**src/rtl/spike_rate_decoder.sv**
```systemverilog
// -----------------------------------------------------------------------------
// spike_rate_decoder
//
// Receive-side rate decoder for a neuron spike train. Counts spikes over a
// programmable window of clock cycles and publishes one rate word per window
// on a valid/ready output port.
//
// Optional feature macro: SPIKE_DEC_EMA_EN
//   defined   -> rate carries an exponential moving average of the window
//                counts: ema_next = (3*ema + count) >> 2
//   undefined -> rate carries the raw saturated window count
//
// Parameters:
//   CNT_W        width of the spike counter and of rate (saturating)
//
// Ports:
//   clk          clock, rising edge
//   reset_n      synchronous active-low reset
//   enable       run decoding; low returns the FSM to IDLE
//   spike        spike input, sampled every clock while counting
//   window_len   window length in cycles, latched at window start (0 = 256)
//   rate         published rate word
//   rate_valid   rate holds an unconsumed result
//   rate_ready   consumer accepts rate when rate_valid && rate_ready
//   overrun      sticky: an unconsumed result was overwritten
//   busy         high while counting
// -----------------------------------------------------------------------------
module spike_rate_decoder #(
  parameter int CNT_W = 8
) (
  input  logic             clk,
  input  logic             reset_n,
  input  logic             enable,
  input  logic             spike,
  input  logic [7:0]       window_len,
  output logic [CNT_W-1:0] rate,
  output logic             rate_valid,
  input  logic             rate_ready,
  output logic             overrun,
  output logic             busy
);

  typedef enum logic {
    IDLE,
    COUNT
  } state_t;

  state_t           state;
  state_t           state_next;

  logic [7:0]       win_len;
  logic [7:0]       cyc_cnt;
  logic [CNT_W-1:0] spike_cnt;
  logic [CNT_W-1:0] cnt_sat;
  logic [CNT_W-1:0] result;

  logic             last_cycle;
  logic             start_window;
  logic             count_step;
  logic             window_done;

  // The 8-bit subtraction wraps a latched length of 0 to 255, which makes a
  // zero length behave as a 256-cycle window without any special case.
  assign last_cycle = (cyc_cnt == win_len - 8'd1);

  // Spike count including this cycle's sample, held at all-ones once full.
  assign cnt_sat = (spike && (spike_cnt != {CNT_W{1'b1}})) ?
                   spike_cnt + CNT_W'(1) : spike_cnt;

  // ---------------------------------------------------------------------------
  // FSM: state register
  // ---------------------------------------------------------------------------
  // NOTE: sequential state is written with non-blocking assignments so every
  // register samples pre-edge values, independent of process ordering.
  always_ff @(posedge clk) begin
    if (!reset_n) begin
      state <= IDLE;
      busy  <= 1'b0;
    end else begin
      state <= state_next;
      busy  <= (state_next == COUNT);
    end
  end

  // ---------------------------------------------------------------------------
  // FSM: next state and datapath controls
  // ---------------------------------------------------------------------------
  // NOTE: every output of this block gets a default first, so no path leaves a
  // signal unassigned and no latch is inferred.
  always_comb begin
    state_next   = state;
    start_window = 1'b0;
    count_step   = 1'b0;
    window_done  = 1'b0;
    unique case (state)
      IDLE: begin
        if (enable) begin
          state_next   = COUNT;
          start_window = 1'b1;
        end
      end
      COUNT: begin
        if (!enable) begin
          // Partial window is abandoned; counters are re-cleared on restart.
          state_next = IDLE;
        end else if (last_cycle) begin
          // Publish and begin the next window on the same edge (no gap).
          window_done  = 1'b1;
          start_window = 1'b1;
        end else begin
          count_step = 1'b1;
        end
      end
      default: state_next = IDLE;
    endcase
  end

  // ---------------------------------------------------------------------------
  // Window and spike counters
  // ---------------------------------------------------------------------------
  always_ff @(posedge clk) begin
    if (!reset_n) begin
      win_len   <= 8'd0;
      cyc_cnt   <= 8'd0;
      spike_cnt <= '0;
    end else if (start_window) begin
      win_len   <= window_len;
      cyc_cnt   <= 8'd0;
      spike_cnt <= '0;
    end else if (count_step) begin
      cyc_cnt   <= cyc_cnt + 8'd1;
      spike_cnt <= cnt_sat;
    end
  end

  // ---------------------------------------------------------------------------
  // Result selection: smoothed or raw
  // ---------------------------------------------------------------------------
`ifdef SPIKE_DEC_EMA_EN
  logic [CNT_W-1:0] ema;
  logic [CNT_W+1:0] ema_sum;

  // 3*ema + count needs two extra bits; the >>2 brings it back to CNT_W.
  assign ema_sum = ({2'b00, ema} << 1) + {2'b00, ema} + {2'b00, cnt_sat};
  assign result  = ema_sum[CNT_W+1:2];

  // The average tracks every window, consumed or not, and survives enable
  // dropping; only reset clears it.
  always_ff @(posedge clk) begin
    if (!reset_n) begin
      ema <= '0;
    end else if (window_done) begin
      ema <= result;
    end
  end
`else
  assign result = cnt_sat;
`endif

  // ---------------------------------------------------------------------------
  // Output register and valid/ready handshake
  // ---------------------------------------------------------------------------
  always_ff @(posedge clk) begin
    if (!reset_n) begin
      rate       <= '0;
      rate_valid <= 1'b0;
      overrun    <= 1'b0;
    end else if (window_done) begin
      rate       <= result;
      rate_valid <= 1'b1;
      // Overwriting a result nobody took this edge loses data.
      if (rate_valid && !rate_ready) begin
        overrun <= 1'b1;
      end
    end else if (rate_valid && rate_ready) begin
      rate_valid <= 1'b0;
    end
  end

endmodule

```
**config.mk**
```make
export PLATFORM = sky130hd
export DESIGN_NAME = spike_rate_decoder
export DESIGN_NICKNAME = d
export VERILOG_FILES = /design/src/rtl/spike_rate_decoder.sv
export SDC_FILE = /design/constraint.sdc
export NUM_CORES = 1
export LEC_CHECK = 0
export BUFFER_PORTS_ARGS = -buffer_cell sky130_fd_sc_hd__buf_2
export CORE_AREA = 2 2 54 77
export CTS_BUF_LIST = sky130_fd_sc_hd__clkbuf_2
export CTS_CLUSTER_DIAMETER = 60
export DETAILED_ROUTE_END_ITERATION = 8
export DIE_AREA = 0 0 56 79
export PLACE_DENSITY = 0.76
export SLEW_MARGIN = 20
export SYNTH_ARGS = -nofsm -noshare
export SYNTH_HDL_FRONTEND = slang
export SYNTH_SLANG_ARGS = --single-unit
```
**constraint.sdc**
```tcl
create_clock -name clk -period 2.1 [get_ports clk]
set_input_delay 0.42 -clock clk [delete_from_list [all_inputs] [get_ports clk]]
set_output_delay 0.42 -clock clk [all_outputs]
set_load 0.02 [all_outputs]
```
==> results of run 1 <==
[cell type report]
| type | instances | area [µm²] |
|---|---|---|
| inverter | 7 | 26.3 |
| fill | 305 | 1200 |
| tap | 43 | 53.8 |
| clock buffer | 5 | 25.0 |
| clock inverter | 3 | 20.0 |
| sequential | 35 | 711 |
| multi-input combinational | 171 | 1330 |
| timing repair buffer | 53 | 420 |
[report_power, final]
part	leakage, nW	internal [mW]	switching [mW]
combinational	0.799	0.125	0.127
sequential	0.287	0.680	0.0156
clock	0.0266	0.0798	0.259
total	1.11	0.885	0.402
[worst min-delay path by stage]
stage	start	to	slack, ps	depth (start not counted)
final	window_len[3]	win_len[3]$_SDFFE_PN0P_	210	3
after global routing	window_len[5]	win_len[5]$_SDFFE_PN0P_	210	3
after CTS	window_len[3]	win_len[3]$_SDFFE_PN0P_	200	3
after detailed placement	overrun$_SDFFE_PN0P_	overrun$_SDFFE_PN0P_	470	1
after global placement	overrun$_SDFFE_PN0P_	overrun$_SDFFE_PN0P_	440	1
after floorplan	win_len[1]$_SDFFE_PN0P_	win_len[1]$_SDFFE_PN0P_	450	2
[registers in the layout, summed over array words and instances, names as in the netlist]
signal and flops:
state 1, win_len 8, spike_cnt 8, rate_valid 1
rate 8, overrun 1, cyc_cnt 8
[metal layers]
metal | up-vias | GRT usage
li1 | 895 | -
met1 | 873 | 0.212
met2 | 32 | 0.396
met3 | 16 | 0.0375
met4 | 0 | 0.126
met5 | - | 0
[metrics by stage]
stage	setup WS [ps]	utilization	instance area, µm²	setup TNS, ps
after floorplan	-34.5	-	1970	-276
after global placement	-73.8	0.606	2290	-1260
after detailed placement	-138	0.606	2290	-2550
after CTS	-111	0.628	2380	-2060
after global routing	-254	0.683	2580	-5200
final	-145	0.683	2580	-2340
[cell families after synthesis]
group | after synthesis | share of synthesized area
compound gates | 37 | 0.146
fa+ha+maj | 3 | 0.0193
buf+inv | 16 | 0.0360
flops | 35 | 0.360
mux | 17 | 0.0873
simple gates | 99 | 0.284
xor+xnor | 15 | 0.0674
[repair_timing]
item / CTS / global route
pin swaps: 6 / 15
buffers inserted: 2 / 4
resized for setup: 7 / 37
endpoints found under the setup margin: 30 / 34
gates cloned: 1 / 1
[critical path, cell delays in order (launching register included)]
cell and delay, ps:
dfxtp_2 380, inv_2 40, ha_4 160, and2_4 160, o21a_1 160, o31a_1 310, or4b_4 540, buf_6 160
mux2i_1 150, nor2b_1 60
[placed cells by master (no fill, tap or decap), types with 6 or more instances in the layout]
cell / Yosys / routed
xor2_1: 9 / 8
dfxtp_1: 35 / 27
buf_2: 2 / 24
nor2_1: 9 / 6
nand4_1: 8 / 8
nand3_1: 7 / 7
o31a_1: 8 / 8
mux2i_1: 17 / 17
dfxtp_2: 0 / 8
nor2b_1: 12 / 12
buf_4: 0 / 20
nand2_1: 25 / 24
and3_1: 6 / 6
==> flow_summary.toml, run 1 <==
[run_status]
outcome = "finished, violations left"
violations = "negative setup slack"

[synth]
seq_area_frac_synth = 0.360
ys_warn_count = 0
ys_types = 43
synth_fp_nets = 238
avgSynthCellArea_um2 = 8.78
synth_edf_count = 0
syn_inst = 222
syn_area_um2 = 1950
synth_area_leaders = "dfxtp_1, mux2i_1, nand2_1"
synthTopCellsByCount = "dfxtp_1, nand2_1, mux2i_1"
yosys_register_bits = 35
yosysMostFrequentCell = "dfxtp_1"
async_flop_share = 0
yosysTopAreaCellShare = 0.360
synth.largest_area_cell = "dfxtp_1"
synth_ff_type = "dfxtp_1"

[placement]
portBuffers = 23
dpl.hpwl_mm = 3.19
place.gp.congestion = 0.893
place_inst = 301

[setup_path]
critPathLaunchType = "flip-flop"
worst_setup_path_end_kind = "flip-flop"
cp_data_arrival_time_ps = 2530
rr_worst_depth = 9
critPathKind = "flip-flop to flip-flop"
rr_startpoint = "win_len[1]$_SDFFE_PN0P_"
endpoint = "rate[6]$_SDFFE_PN0P_"
crit_path_max_fanout = 5
rrSetupSlack_ps = -140
cp-startpoint = "win_len[1]$_SDFFE_PN0P_"
cp_data_required_time_ps = 2390
r2r-end = "rate[6]$_SDFFE_PN0P_"

[pwr]
cellLeakagePower_nw = 1.11
power_density_nw_per_um2 = 498
ir_drop_v = 0.000470
finalPower_mw = 1.29

[sta]
rsz0062_at_grt = "true"
hold_viol = 0
worst_pin_slew_ps = 381
relSlewSlack = 0.746
clock-skew-final_ps = 36.9
fmax_mhz = 445
slew_viol_final = 0
min_period_ps = 2240
fin_worst_hold_slack_ps = 210
worst_slack_ps = -145
finalSetupViolations = 30
period_share = 1.07

[routing]
totalWireLength_mm = 4.78
drt_iter0_markers = 49
vias_per_cell = 5.73
ant_nets = 0
wl_met1_mm = 1.86
first_pass_iters = 4
top_layer = "met4"
num_vias = 1816
routedWlPerCell_um = 15.1
met3WireLength_um = 138
dr_wl_met2_mm = 2.61
drcViolationCount = 0

[grt]
grt_max_degree = 23
grt.total_usage = 0.211
grt_pass1_wl_mm = 7.42
grt_overflow_total = 0
antenna_found_initial = 0
grt_pass1_vias = 1781

[floorplan]
num_rows = 27
ios = 24
core-area_um2 = 3780
start_util = 0.515
die_h_um = 79
die_w_um = 56
dieArea_um2 = 4420

[clock_network]
htreeDepth = 2
cts_tree = "built"
clockBufferDepth = 2
clk_pin_slew_ps = 220
clkLatencyLatePin_ps = 400
cts_hold_buf = 0
cts_root_buffer = "clkbuf_2"
cts_made_buffers = 5
cts.sinks = 35

[cells_and_area]
nets = 289
area_delta_synth_final_pct = 32.6
final_cells = 317
n_antenna_cell = 0
drive_gt1_frac = 0.380

[job]
drv_cap = 0

[min_path]
worst_hold_path_type = "input pin to flip-flop"
Note: power is estimated with default switching activity, not from simulation.
==> run 2: changes to the inputs <==
--- a/config.mk
+++ b/config.mk
@@ -6,12 +6,14 @@
 export NUM_CORES = 1
 export LEC_CHECK = 0
 export BUFFER_PORTS_ARGS = -buffer_cell sky130_fd_sc_hd__buf_2
-export CORE_AREA = 2 2 54 77
+export CELL_PAD_IN_SITES_DETAIL_PLACEMENT = 0
+export CELL_PAD_IN_SITES_GLOBAL_PLACEMENT = 2
+export CORE_AREA = 2 2 68 96
 export CTS_BUF_LIST = sky130_fd_sc_hd__clkbuf_2
 export CTS_CLUSTER_DIAMETER = 60
 export DETAILED_ROUTE_END_ITERATION = 8
-export DIE_AREA = 0 0 56 79
-export PLACE_DENSITY = 0.76
+export DIE_AREA = 0 0 70 98
+export PLACE_DENSITY_LB_ADDON = 0.1
 export SLEW_MARGIN = 20
 export SYNTH_ARGS = -nofsm -noshare
 export SYNTH_HDL_FRONTEND = slang
==> run 2 against run 1 <==
  * The run still ends with negative setup slack left
  * Sequential cell count did not move
  * Critical endpoint is now cyc_cnt[6]$_SDFFE_PP0P_
  * Design area rose by 0.92%
  * Die area is 55% higher
  * Non-clock buffer count rose by 5
  * Total power shrank 1.5%
  * Largest cell class unchanged
  * Clock skew fell by 17 ps
  * Largest power group unchanged
  * Clock power decreased by 2%
  * Combinational power fell by 5%
  * First-iteration DRC count rose by 20%
==> flow_summary.toml, run 2 (same netlist as run 1, synthesis figures left out) <==
[run_status]
outcome = "finished, violations left"
violations = "negative setup slack"

[setup_path]
endpoint = "cyc_cnt[6]$_SDFFE_PP0P_"
critPathKind = "flip-flop to flip-flop"
slowest_stage = "or4_1"
cp_data_arrival_time_ps = 2490
cp-startpoint = "win_len[0]$_SDFFE_PN0P_"
rrSetupSlack_ps = -60
worst_setup_path_end_kind = "flip-flop"
crit_path_frequent_cell = "buf_4"
rr_startpoint = "win_len[0]$_SDFFE_PN0P_"
r2r-end = "cyc_cnt[6]$_SDFFE_PP0P_"
rr_worst_depth = 10
path_cells = "inv_2 > ha_4 > buf_4 > and4_1 > o2111ai_2 > buf_4 > o31ai_4 > buf_6 > or4_1 > a21oi_1"
cpPeakStageDelay_ps = 460
crit_path_max_fanout = 7
cp_data_required_time_ps = 2430
critPathLaunchType = "flip-flop"

[pwr]
p_comb_frac = 0.189
cellLeakagePower_nw = 1.11
sequentialPowerShare = 0.549
swShare = 0.297
clkPwrFrac = 0.262
ir_drop_v = 0.000228
power.switching_mw = 0.377
power_density_nw_per_um2 = 487
internal_power_mw = 0.891

[sta]
slew_viol_final = 0
rsz0062_at_grt = "true"
worst_pin_slew_ps = 459
fin_worst_hold_slack_ps = 250
min_period_ps = 2160
hold_viol = 0
relSlewSlack = 0.694
worst_slack_ps = -57.7
finalSetupViolations = 9
clock-skew-final_ps = 19.5
fmax_mhz = 463
period_share = 1.03

[cells_and_area]
final_area_um2 = 2610
drive_gt1_frac = 0.384
final_cells = 351
n_antenna_cell = 0
area_delta_synth_final_pct = 33.8
final_cell_mix = "dfxtp_1, nand2_1, buf_4"
fin_util = 0.431
nets = 294
final_common_cell = "dfxtp_1"

[routing]
ant_nets = 0
num_vias = 1797
vias_per_cell = 5.12
totalWireLength_mm = 5.12
drt_iter0_markers = 59
drcViolationCount = 0
first_pass_iters = 4
routedWlPerCell_um = 14.6

[grt]
grt.total_usage = 0.157
grt_pass1_wl_mm = 8.60
antenna_found_initial = 0
grt_max_degree = 27
grt_overflow_total = 0
grt_pass1_vias = 1800

[placement]
portBuffers = 23
placed_area_um2 = 2380
dpl.hpwl_mm = 3.75
place_inst = 338
place.gp.congestion = 0.715

[floorplan]
die_w_um = 70
core-area_um2 = 6040
die_h_um = 98
dieArea_um2 = 6860
start_util = 0.322
num_rows = 34
ios = 24

[clock_network]
htreeDepth = 2
cts_root_buffer = "clkbuf_2"
cts_made_buffers = 5
cts_tree = "built"
clockBufferDepth = 2
cts.sinks = 35
cts_hold_buf = 0
clkLatencyLatePin_ps = 380
clk_pin_slew_ps = 190

[min_path]
worst_hold_path_type = "input pin to flip-flop"

[job]
drv_cap = 0
-- run 2: cell count changes in the layout (fill, tap and decap cells not counted), sizes merged --
| cell | before | now |
|---|---|---|
| buf | 52 | 58 |
| clkbuf | 6 | 7 |
| clkinv | 2 | 1 |
| clkinvlp | 1 | 0 |
-- run 2: metrics by stage --
stage | setup TNS, ps | total power [mW] | worst slack (ps)
after floorplan | -276 | 0.821 | -34.5
after global placement | -1220 | 0.909 | -109
after detailed placement | -1790 | 0.909 | -130
after CTS | -425 | 1.26 | -69.8
after global routing | -2440 | 1.34 | -141
final | -177 | 1.27 | -57.7
-- run 2: how the worst min path moves through the flow --
stage	startpoint	endpoint	slack, ps	depth (start not counted)
global placement	overrun$_SDFFE_PN0P_	overrun$_SDFFE_PN0P_	440	1
detailed placement	overrun$_SDFFE_PN0P_	overrun$_SDFFE_PN0P_	450	1
floorplan	win_len[1]$_SDFFE_PN0P_	win_len[1]$_SDFFE_PN0P_	450	2
finish	window_len[5]	win_len[5]$_SDFFE_PN0P_	250	3
global route	window_len[5]	win_len[5]$_SDFFE_PN0P_	220	3
CTS	window_len[5]	win_len[5]$_SDFFE_PN0P_	230	3
-- run 2: what timing repair did --
action / in CTS / in global routing
buffers inserted: 3 / 3
endpoints found under the setup margin: 32 / 34
resized for setup: 11 / 31
pin swaps: 12 / 15
-- run 2: power by group through the flow --
| stage | clock network, mW | registers, mW | logic (mW) |
|---|---|---|---|
| 3_3_place_gp | 0 | 0.707 | 0.202 |
| 6_report | 0.332 | 0.696 | 0.240 |
| 2_1_floorplan | 0 | 0.708 | 0.112 |
| 4_1_cts | 0.354 | 0.695 | 0.213 |
| 3_5_place_dp | 0 | 0.707 | 0.202 |
| 5_1_grt | 0.376 | 0.699 | 0.263 |
-- run 2: worst max-delay path, delay by kind of cell (launching register included) --
family                     cells  cell delay (ps)
and+or+nand+nor                2              600
buffers and inverters          4              500
AOI/OAI and AO/OA              3              480
DFF                            1              370
adders and majority gates      1              150
-- run 2: final cells by class --
type,instances,area (µm²)
inverter,7,26.3
tap,72,90.1
sequential,35,712
multi-input combinational,171,1300
clock inverter,1,5.00
fill,649,3430
clock buffer,7,35.0
timing repair buffer,58,437
-- run 2: routing by layer --
metal	global-route usage	wire length (µm)	vias to the layer above
met5	0	0	-
met4	0.0562	102	0
met3	0.0248	116	8
met2	0.299	2820	20
met1	0.172	2080	860
li1	-	-	909
==> run 3: changes to the inputs <==
--- a/config.mk
+++ b/config.mk
@@ -8,11 +8,11 @@
 export BUFFER_PORTS_ARGS = -buffer_cell sky130_fd_sc_hd__buf_2
 export CELL_PAD_IN_SITES_DETAIL_PLACEMENT = 0
 export CELL_PAD_IN_SITES_GLOBAL_PLACEMENT = 2
-export CORE_AREA = 2 2 68 96
+export CORE_AREA = 4 4 82 84
 export CTS_BUF_LIST = sky130_fd_sc_hd__clkbuf_2
 export CTS_CLUSTER_DIAMETER = 60
 export DETAILED_ROUTE_END_ITERATION = 8
-export DIE_AREA = 0 0 70 98
+export DIE_AREA = 0 0 86 88
 export PLACE_DENSITY_LB_ADDON = 0.1
 export SLEW_MARGIN = 20
 export SYNTH_ARGS = -nofsm -noshare
==> run 3 against run 2 <==
  * The run still ends with negative setup slack left
  * Register-to-register slack got worse by 40 ps
  * First-iteration DRC count increased by 34%
  * Clock-buffer cell count decreased by 1
  * Clock skew decreased by 3.7 ps
  * Setup slack got worse by 43 ps
  * Largest cell class unchanged
==> flow_summary.toml, run 3 (same netlist as run 1, synthesis figures left out) <==
[floorplan]
num_rows = 28
dieArea_um2 = 7570
die_w_um = 86
die_h_um = 88
ios = 24
core-area_um2 = 5920
start_util = 0.329

[job]
drv_cap = 0

[setup_path]
cp_data_required_time_ps = 2370
endpoint = "cyc_cnt[5]$_SDFFE_PP0P_"
worst_setup_path_end_kind = "flip-flop"
rr_worst_depth = 8
slowest_stage = "o31a_1"
cpPeakStageDelay_ps = 410
crit_path_max_fanout = 7
cp_data_arrival_time_ps = 2470
path_cells = "nor2_1 > buf_4 > a221o_1 > and4_4 > buf_4 > o31a_1 > and3_1 > o31a_1"
rrSetupSlack_ps = -100
r2r-end = "cyc_cnt[5]$_SDFFE_PP0P_"
rr_startpoint = "win_len[0]$_SDFFE_PN0P_"
critPathKind = "flip-flop to flip-flop"
cp-startpoint = "win_len[0]$_SDFFE_PN0P_"
critPathLaunchType = "flip-flop"

[sta]
finalSetupViolations = 30
fmax_mhz = 454
clock-skew-final_ps = 15.9
worst_slack_ps = -101
period_share = 1.05
rsz0062_at_grt = "true"
relSlewSlack = 0.720
worst_pin_slew_ps = 420
min_period_ps = 2200
hold_viol = 0
fin_tns_setup_ps = -1900
slew_viol_final = 0

[routing]
first_pass_iters = 4
ant_nets = 0
drcViolationCount = 0
totalWireLength_mm = 4.71
drt_iter0_markers = 79
vias_per_cell = 4.91
num_vias = 1753
routedWlPerCell_um = 13.2

[run_status]
violations = "negative setup slack"
outcome = "finished, violations left"

[placement]
place.gp.congestion = 0.707
placed_area_um2 = 2400
dpl.hpwl_mm = 3.48
portBuffers = 23

[cells_and_area]
final_area_um2 = 2560
final_cell_mix = "buf_4, dfxtp_1, nand2_1"
n_antenna_cell = 0
nFillCells = 604
final_common_cell = "buf_4"
drive_gt1_frac = 0.340
nets = 297
fin_util = 0.432
area_delta_synth_final_pct = 31.3

[pwr]
internal_power_mw = 0.885
cellLeakagePower_nw = 1.11
power.switching_mw = 0.357
clkPwrFrac = 0.248
power_density_nw_per_um2 = 485
p_comb_frac = 0.192
sequentialPowerShare = 0.560
ir_drop_v = 0.000250
swShare = 0.287

[grt]
grt.total_usage = 0.130
grt_overflow_total = 0
grt_pass1_vias = 1618
grt_max_degree = 25
antenna_found_initial = 0
grt_pass1_wl_mm = 7.75

[clock_network]
cts_tree = "built"
cts_root_buffer = "clkbuf_2"
cts_made_buffers = 5
htreeDepth = 2
cts.sinks = 35
clockBufferDepth = 2
cts_hold_buf = 0
clk_pin_slew_ps = 180
clkLatencyLatePin_ps = 370

[min_path]
worst_hold_path_type = "input pin to flip-flop"
[run 3: cell type report]
class,instances,area (µm²),share of cell area
multi-input cells,171,1240,0.486
flip-flops and latches,35,712,0.278
repair buffers,61,444,0.174
well taps,75,93.8,0.0367
clock buffers,6,30.0,0.0117
inverters,7,26.3,0.0103
clock inverters,2,7.51,0.00294
[run 3: worst min path at each step]
stage | startpoint | end | slack (ps) | cells after the start
final | window_len[2] | win_len[2]$_SDFFE_PN0P_ | 260 | 3
after detailed placement | overrun$_SDFFE_PN0P_ | overrun$_SDFFE_PN0P_ | 460 | 1
after CTS | window_len[7] | win_len[7]$_SDFFE_PN0P_ | 240 | 3
after global routing | window_len[3] | win_len[3]$_SDFFE_PN0P_ | 240 | 3
after floorplan | win_len[1]$_SDFFE_PN0P_ | win_len[1]$_SDFFE_PN0P_ | 450 | 2
after global placement | overrun$_SDFFE_PN0P_ | overrun$_SDFFE_PN0P_ | 460 | 1
[run 3: power groups by stage]
stage	Sequential (mW)	Combinational (mW)	Clock, mW
global placement	0.708	0.210	0
finish	0.695	0.238	0.308
global route	0.698	0.261	0.353
CTS	0.695	0.236	0.330
floorplan	0.708	0.112	0
detailed placement	0.709	0.209	0
[run 3: worst max-delay path, delay by kind of cell (launching register included)]
kind,cells,cell delay (ps)
AO/OA/AOI/OAI,3,970
AND/OR/NAND/NOR,3,460
flip-flops,1,400
buffers and inverters,2,280
[run 3: layer usage]
metal  GRT usage  vias up  wire [µm]
met5           0        -          0
met3      0.0301        2        188
met2       0.191       31       1970
met4      0.0345        0         25
li1            -      920          -
met1       0.189      800       2530
[run 3: through the flow]
step                hold slack, ps  setup WS, ps  power, mW  std cells
CTS                            238          -105       1.26        357
global route                   243          -203       1.31        357
detailed placement             463          -167      0.918        343
floorplan                      449         -34.5      0.821        222
global placement               455          -152      0.919        343
finish                         260          -101       1.24        357
[run 3: timing repair]
item	CTS	global route
pin swaps	16	10
setup endpoints to repair	31	31
resized for setup	15	9
setup buffers	7	0
gates cloned	0	0
